[config.mk]
export PLATFORM = sky130hd
export DESIGN_NAME = mac_accumulator
export DESIGN_NICKNAME = d
export VERILOG_FILES = /design/src/rtl/mac_pkg.sv /design/src/rtl/mac_sat_add.sv /design/src/rtl/mac_accumulator.sv
export SDC_FILE = /design/constraint.sdc
export NUM_CORES = 1
export LEC_CHECK = 0
export BUFFER_PORTS_ARGS = -buffer_cell sky130_fd_sc_hd__buf_2
export CAP_MARGIN = 0
export CORE_MARGIN = 1.5
export CORE_UTILIZATION = 53
export DETAILED_ROUTE_END_ITERATION = 8
export PLACE_DENSITY = 0.78
export SETUP_SLACK_MARGIN = 0.02
export SYNTH_ARGS = -nofsm -noshare
export SYNTH_HDL_FRONTEND = slang
export SYNTH_HIERARCHICAL = 1
export SYNTH_SLANG_ARGS = --single-unit
[constraint.sdc]
create_clock -name clk -period 3 [get_ports clk]
set_input_delay 0.15 -clock clk [delete_from_list [all_inputs] [get_ports clk]]
set_output_delay 0.15 -clock clk [all_outputs]
set_load 0.02 [all_outputs]
[src/rtl/mac_pkg.sv]
// Shared types and constants for the multiply-accumulate stage.
// Latency: n/a (declarations only).
// Backpressure: n/a (declarations only).
//
// Contents: FSM state encoding, default datapath widths, and the
// term-counter width rule used by mac_accumulator.
package mac_pkg;

   // IDLE: no term accepted yet; ACC: at least one term summed; DONE: result held.
   typedef enum logic [1:0] {
      IDLE = 2'd0,
      ACC  = 2'd1,
      DONE = 2'd2
   } state_t;

   localparam int DEF_PROD_W = 8;   // matches the 4x4 multiplier output
   localparam int DEF_ACC_W  = 16;

   // The counter must be able to hold N_TERMS itself, not just N_TERMS-1.
   function automatic int cnt_width(input int n_terms);
      return $clog2(n_terms + 1);
   endfunction

endpackage

[src/rtl/mac_sat_add.sv]
// Accumulator adder: acc + zero-extended product, with carry out.
// Latency: purely combinational.
// Backpressure: none (no handshake).
//
// Build option: MAC_SAT_EN clamps the sum to all-ones on carry out;
// without it the sum wraps modulo 2^ACC_W.
// Ports:
//   a     in  ACC_W   running sum
//   b     in  PROD_W  unsigned product, zero-extended
//   sum   out ACC_W   wrapped or clamped sum
//   carry out 1       carry out of the ACC_W+1 bit add
module mac_sat_add #(
   parameter int PROD_W = 8,
   parameter int ACC_W  = 16
) (
   input  logic [ACC_W-1:0]  a,
   input  logic [PROD_W-1:0] b,
   output logic [ACC_W-1:0]  sum,
   output logic              carry
);

   logic [ACC_W:0] full;

   always_comb begin
      full  = {1'b0, a} + (ACC_W+1)'(b);
      carry = full[ACC_W];
`ifdef MAC_SAT_EN
      // Once clamped, later non-zero terms carry again and re-clamp,
      // so the value holds at the maximum for the rest of the group.
      sum = carry ? {ACC_W{1'b1}} : full[ACC_W-1:0];
`else
      sum = full[ACC_W-1:0];
`endif
   end

endmodule

[src/rtl/mac_accumulator.sv]
// Sums a group of N_TERMS products (or fewer, ended by prod_last) into one result.
// Latency: acc_valid rises the cycle after the final term is accepted.
// Backpressure: prod_ready is low while a result waits in DONE; no bypass, so >=1 bubble.
//
// Build option: MAC_SAT_EN (see mac_sat_add) selects clamping instead of wrapping.
// Ports:
//   clk, rst              clock, synchronous active-high reset
//   prod_valid/ready      product handshake; prod, prod_last sampled on accept
//   acc_valid/ready       result handshake
//   acc                   running sum, meaningful while acc_valid=1
//   acc_ovf               sticky carry-out flag for the current group
module mac_accumulator
   import mac_pkg::*;
#(
   parameter int PROD_W  = DEF_PROD_W,
   parameter int ACC_W   = DEF_ACC_W,
   parameter int N_TERMS = 4
) (
   input  logic              clk,
   input  logic              rst,
   input  logic              prod_valid,
   output logic              prod_ready,
   input  logic [PROD_W-1:0] prod,
   input  logic              prod_last,
   output logic              acc_valid,
   input  logic              acc_ready,
   output logic [ACC_W-1:0]  acc,
   output logic              acc_ovf
);

   localparam int CNT_W = cnt_width(N_TERMS);
   localparam logic [CNT_W-1:0] LAST_IDX = CNT_W'(N_TERMS - 1);

   state_t           state, state_nxt;
   logic [CNT_W-1:0] count, count_nxt;
   logic [ACC_W-1:0] acc_q, acc_nxt, sum;
   logic             ovf_q, ovf_nxt, carry;
   logic             accept, final_term;

   mac_sat_add #(
      .PROD_W (PROD_W),
      .ACC_W  (ACC_W)
   ) u_add (
      .a     (acc_q),
      .b     (prod),
      .sum   (sum),
      .carry (carry)
   );

   assign prod_ready = (state != DONE);
   assign acc_valid  = (state == DONE);
   assign acc        = acc_q;
   assign acc_ovf    = ovf_q;
   assign accept     = prod_valid && prod_ready;
   assign final_term = prod_last || (count == LAST_IDX);

   always_ff @(posedge clk) begin
      if (rst) begin
         state <= IDLE;
         count <= '0;
         acc_q <= '0;
         ovf_q <= 1'b0;
      end else begin
         state <= state_nxt;
         count <= count_nxt;
         acc_q <= acc_nxt;
         ovf_q <= ovf_nxt;
      end
   end

   always_comb begin
      state_nxt = state;
      count_nxt = count;
      acc_nxt   = acc_q;
      ovf_nxt   = ovf_q;
      case (state)
         IDLE, ACC: begin
            if (accept) begin
               acc_nxt   = sum;
               ovf_nxt   = ovf_q | carry;
               count_nxt = count + CNT_W'(1);
               state_nxt = final_term ? DONE : ACC;
            end
         end
         DONE: begin
            if (acc_ready) begin
               state_nxt = IDLE;
               count_nxt = '0;
               acc_nxt   = '0;
               ovf_nxt   = 1'b0;
            end
         end
         default: begin
            state_nxt = IDLE;
            count_nxt = '0;
            acc_nxt   = '0;
            ovf_nxt   = 1'b0;
         end
      endcase
   end

endmodule

== Word-level counts from Yosys, hierarchy flattened ==
Index checks and enable logic that the tools add are counted.
W data, S select, Z words.
Cells by class
  equality and inequality tests: 6
  add/sub/neg operators: 2
  magnitude comparators: 0
  bitwise gates (word level): 1
  multipliers: 0
  reductions and logical operators: 5
  divide/modulo/power cells: 0
  mux-type cells: 13
  shift-type cells: 0
Operators with widths (count)
  $mux W16: 2
  $pmux W16 S2: 1
  $add A16 B8 Y17: 1
  $mux W2: 3
  $mux W3: 2
  $pmux W3 S2: 1
  $ne A2 B2 Y1 const B: 2
  $pmux W2 S2: 1
  $add A3 B1 Y3 const B: 1
  $eq A3 B2 Y1 const B: 1
  $eq A2 B1 Y1 const B: 1
  $eq A2 B2 Y1 const B: 1
  $logic_not A2 Y1: 1
  $mux W1: 2
  $ne A2 B1 Y1 const B: 1
  $pmux W1 S2: 1
  $reduce_and A2 Y1: 1
  $reduce_or A2 Y1: 1
  $logic_and A1 B1 Y1: 1
  $logic_or A1 B1 Y1: 1
  $or A1 B1 Y1: 1
Word-level totals
  output and inout port bits: 19
  bits in latches: 0
  register bits: 22
  memory bits (read-only): 0
  memories kept: 0
  bits in writable memories: 0

== Longest topological paths before layout ==
  depth after elaboration: 5
  mapped depth: 8

== By module ==
The synthesis kept the hierarchy.
Modules (own cells, without submodules)
  mac_accumulator: cells an instance 71, area each 843.3 um^2, instances 1, seq. area each 440.4 um^2
  mac_sat_add: cells an instance 84, area each 594.3 um^2, instances 1, seq. area each 0.0 um^2

== Worst setup path before layout ==
Ideal clock, no wire load.
  path kind: reg-to-reg
  start point: register acc_q[0], in the netlist acc[0]
  end point: register ovf_q, in the netlist acc_ovf
  stages on the path, launching flop included: 9
  data arrival time: 2072 ps
  path buffers: 0
  path slack: 810 ps
  path through: dfxtp_1 > ha_1 > fa_1 > a21o_1 > a221oi_1 > o21ai_1 > and3_2 > a21oi_1 > a21oi_2
On the way
  cells in the longest elaborated chain, start to end: 4
RTL lines
  start, declared: RTL line mac_accumulator.sv:36  | logic [ACC_W-1:0] acc_q, acc_nxt, sum;
  start signal, assigned: RTL line mac_accumulator.sv:66  | acc_q <= acc_nxt;
  $add A16 B8 Y17: RTL line mac_sat_add.sv:25  | full = {1'b0, a} + (ACC_W+1)'(b);
  via carry: RTL line mac_accumulator.sv:37  | logic ovf_q, ovf_nxt, carry;
  $or A1 B1 Y1: RTL line mac_accumulator.sv:80  | ovf_nxt = ovf_q | carry;
  $mux W1: RTL line mac_accumulator.sv:78  | if (accept) begin
  $pmux W1 S2: RTL line mac_accumulator.sv:76  | case (state)
  end signal, assigned: RTL line mac_accumulator.sv:67  | ovf_q <= ovf_nxt;
  end, declared: RTL line mac_accumulator.sv:37
The timed path passes the listed nets, and every way through them passes these cells. The select of a mux whose other input is x is not followed.
A chain may end at the register's enable or synchronous reset.

== Worst setup path in the final report ==
  start point: register acc_q[7], in the netlist acc[7]
  end point: register acc_q[15], in the netlist acc[15]
On the way
  cells in the longest elaborated chain, start to end: 3
RTL lines (RTL line)
  $add A16 B8 Y17: mac_sat_add.sv:25
  via sum[15]: mac_accumulator.sv:36
  $mux W16: mac_accumulator.sv:78
  $pmux W16 S2: mac_accumulator.sv:76
The timed path passes the listed nets, and every way through them passes these cells. The select of a mux whose other input is x is not followed.

==> impl_metrics.toml <==
[power_and_ir_drop]
leakage_nw = 0.740
ir_worst_vdd_uv = 351
totalPowerFinal_mw = 0.777
power.density_nw_per_um2 = 472

[timing]
fin_skew_ns = 0.00181
worst_slew_pin_slew_ns = 0.722
finalCriticalPeriod_ns = 2.41
max_slew_margin_pct = 51.8
setup_viol = 0
slew_violations = 0
final_hold_viol_count = 0
rsz0062_at_grt = "no"
max_freq_ghz = 0.415
period_share_pct = 80.3
fin_tns_setup_ns = 0
fin_ws_ns = 0.590

[placed_design]
port_buffers = 31
dp_hpwl_um = 2360
placed_cell_area_um2 = 1590
place_ws_ns = 0.721
gp_congestion = 0.828

[synth]
synth.largest_area_cell = "dfxtp_1"
synth.most_common_cell = "dfxtp_1"
synth_area_um2 = 1440
synth_top_area_share_pct = 30.6
ys.flop_type = "dfxtp_1"
ys_warn_count = 6
synth_common_cells = "22 x dfxtp_1, 13 x nor2_1, 10 x a22o_1, 10 x ha_1"
ys_ff_latch = 22
synthesis.nets = 179
synthTopCellsByArea = "dfxtp_1 31%, ha_1 8.7%, a22o_1 6.1%, xnor2_1 4.3%, a22o_2 3.5%"
ys_seq_area_share_pct = 30.6
synthCells = 155
syn-mean-instance-area_um2 = 9.28
synth_cell_type_count = 47
synth_edf_count = 0
async_flop_share_pct = 0

[worst_setup_path]
worstPathMaxFanout = 11
slowest_stage = "a21oi_1"
startpoint_type = "register"
crit_family = "compound AO/OA/AOI/OAI gates"
critical_path_arrival_ns = 2.62
cp.required_ns = 3.21
end_kind = "register"
crit_buf_inv = 0
cp_cell_sequence = "ha_1 -> a21oi_1 -> o211ai_1 -> o21ai_0 -> xnor2_1 -> a22o_1"
worstSetupPathType = "reg -> reg"
cp_slowest_stage_delay_ns = 0.61

[cts]
clockRootBuffer = "clkbuf_4"
numCtsBuffers = 3
cts_buffer_depth = 2
path_clk_slew_ns = 0.13
cts_sinks = 22
clock_latency_ns = 0.31
cts_hold_buffers = 0
htreeDepth = 1
ctsResizeCount = 0
cts_tree = "built"
cts_post_setup_buffers_inserted = 0

[detailed_routing]
first_iter_violations = 15
wl_met2_um = 1640
highest_layer = "met4"
drc = 0
route.met3.wl_um = 91
wl_per_cell_um = 14.8
viasPerCell = 6.02
drt-total-wl_um = 3180
antenna_left = 0
wl_met1_um = 1410
dr_total_vias = 1294
firstDrtPassIters = 4

[floorplan]
rows = 18
dieArea_um2 = 3030
die_h_um = 55.1
die_w_um = 55.1
start_util_pct = 57.0
core_um2 = 2520
ios = 32

[final_layout]
antenna-diode-count = 0
finalCoreUtilization_pct = 65.2
fin_area_um2 = 1640
area_growth_pct = 14.4
drive_above_1_share_pct = 28.6
fill_cells = 218
nets = 210
seq_area_um2 = 440
multi_input_area_um2 = 940

[global_routing]
first_global_vias = 1151
overflow = 0
grt_pass1_wl_um = 4990
grt_util_all_layers_pct = 22.6
grt_max_degree = 18
antenna_found_initial = 0

[run]
maxCapViolCount = 0

[status]
status = "finished, final reports clean"

[worst_hold_path]
hp-class = "in -> reg"
==> cells by family after synthesis <==
logic type / synth area share (%)
flops: 30.6
compound gates: 24.7
xor+xnor: 6.70
mux: 2.18
buf+inv: 4.00
simple gates: 21.7
fa+ha+maj: 10.1
==> state kept, by name (all words and copies together), names as in the netlist <==
| signal | count |
|---|---|
| acc | 16 |
| acc_ovf | 1 |
| count | 3 |
| state | 2 |
==> where the power goes <==
| part | total (mW) | switching [mW] | leakage [nW] | internal (mW) |
|---|---|---|---|---|
| Combinational | 0.219 | 0.131 | 0.533 | 0.0886 |
| Clock | 0.229 | 0.0942 | 0.0279 | 0.135 |
| Sequential | 0.328 | 0.0175 | 0.179 | 0.311 |
==> metrics by stage <==
step | instances | hold slack, ns
5_1_grt | 215 | 0.122
2_1_floorplan | 155 | 0.302
4_1_cts | 215 | 0.127
3_3_place_gp | 211 | 0.450
6_report | 215 | 0.138
3_5_place_dp | 211 | 0.469
==> metal layers <==
metal / global-route usage, % / vias to the layer above
met5: 0 / -
met4: 8.54 / 0
met3: 2.69 / 6
met2: 40.3 / 27
met1: 27.6 / 611
li1: - / 650
==> cell type report <==
class	instances	share of cell area, %
multi-input combinational	123	57.2
sequential	22	26.8
timing repair buffer	31	9.44
tap	30	2.28
clock inverter	1	1.83
clock buffer	3	1.37
inverter	5	1.14
==> final timing paths <==
check | from | end | slack, ns | cells past startpoint
max reg2reg | acc[7] | acc[15] | 0.59 | 6
min | rst | acc[9] | 0.14 | 2
min reg2reg | count[1] | count[1] | 0.51 | 1
max | acc[7] | acc[15] | 0.59 | 6
==> placed cells by master, fill, tap and decap left out, types with 2 or more instances in the layout <==
cell type and count:
a211oi_1 2, nor3_1 5, ha_1 10, xor2_1 4, o211ai_1 2, o21ai_0 6, or4_1 2, a22o_1 10
nand4_1 3, clkbuf_4 3, nor4_1 2, a21oi_1 8, mux2i_1 2, buf_2 31, a22o_2 5, and3_2 2
inv_1 5, and3_1 4, a221oi_1 2, nand2_1 8, dfxtp_1 22, nor2_1 13, nand3_1 5, xnor2_1 7
Power figures use the tool's default switching activity.
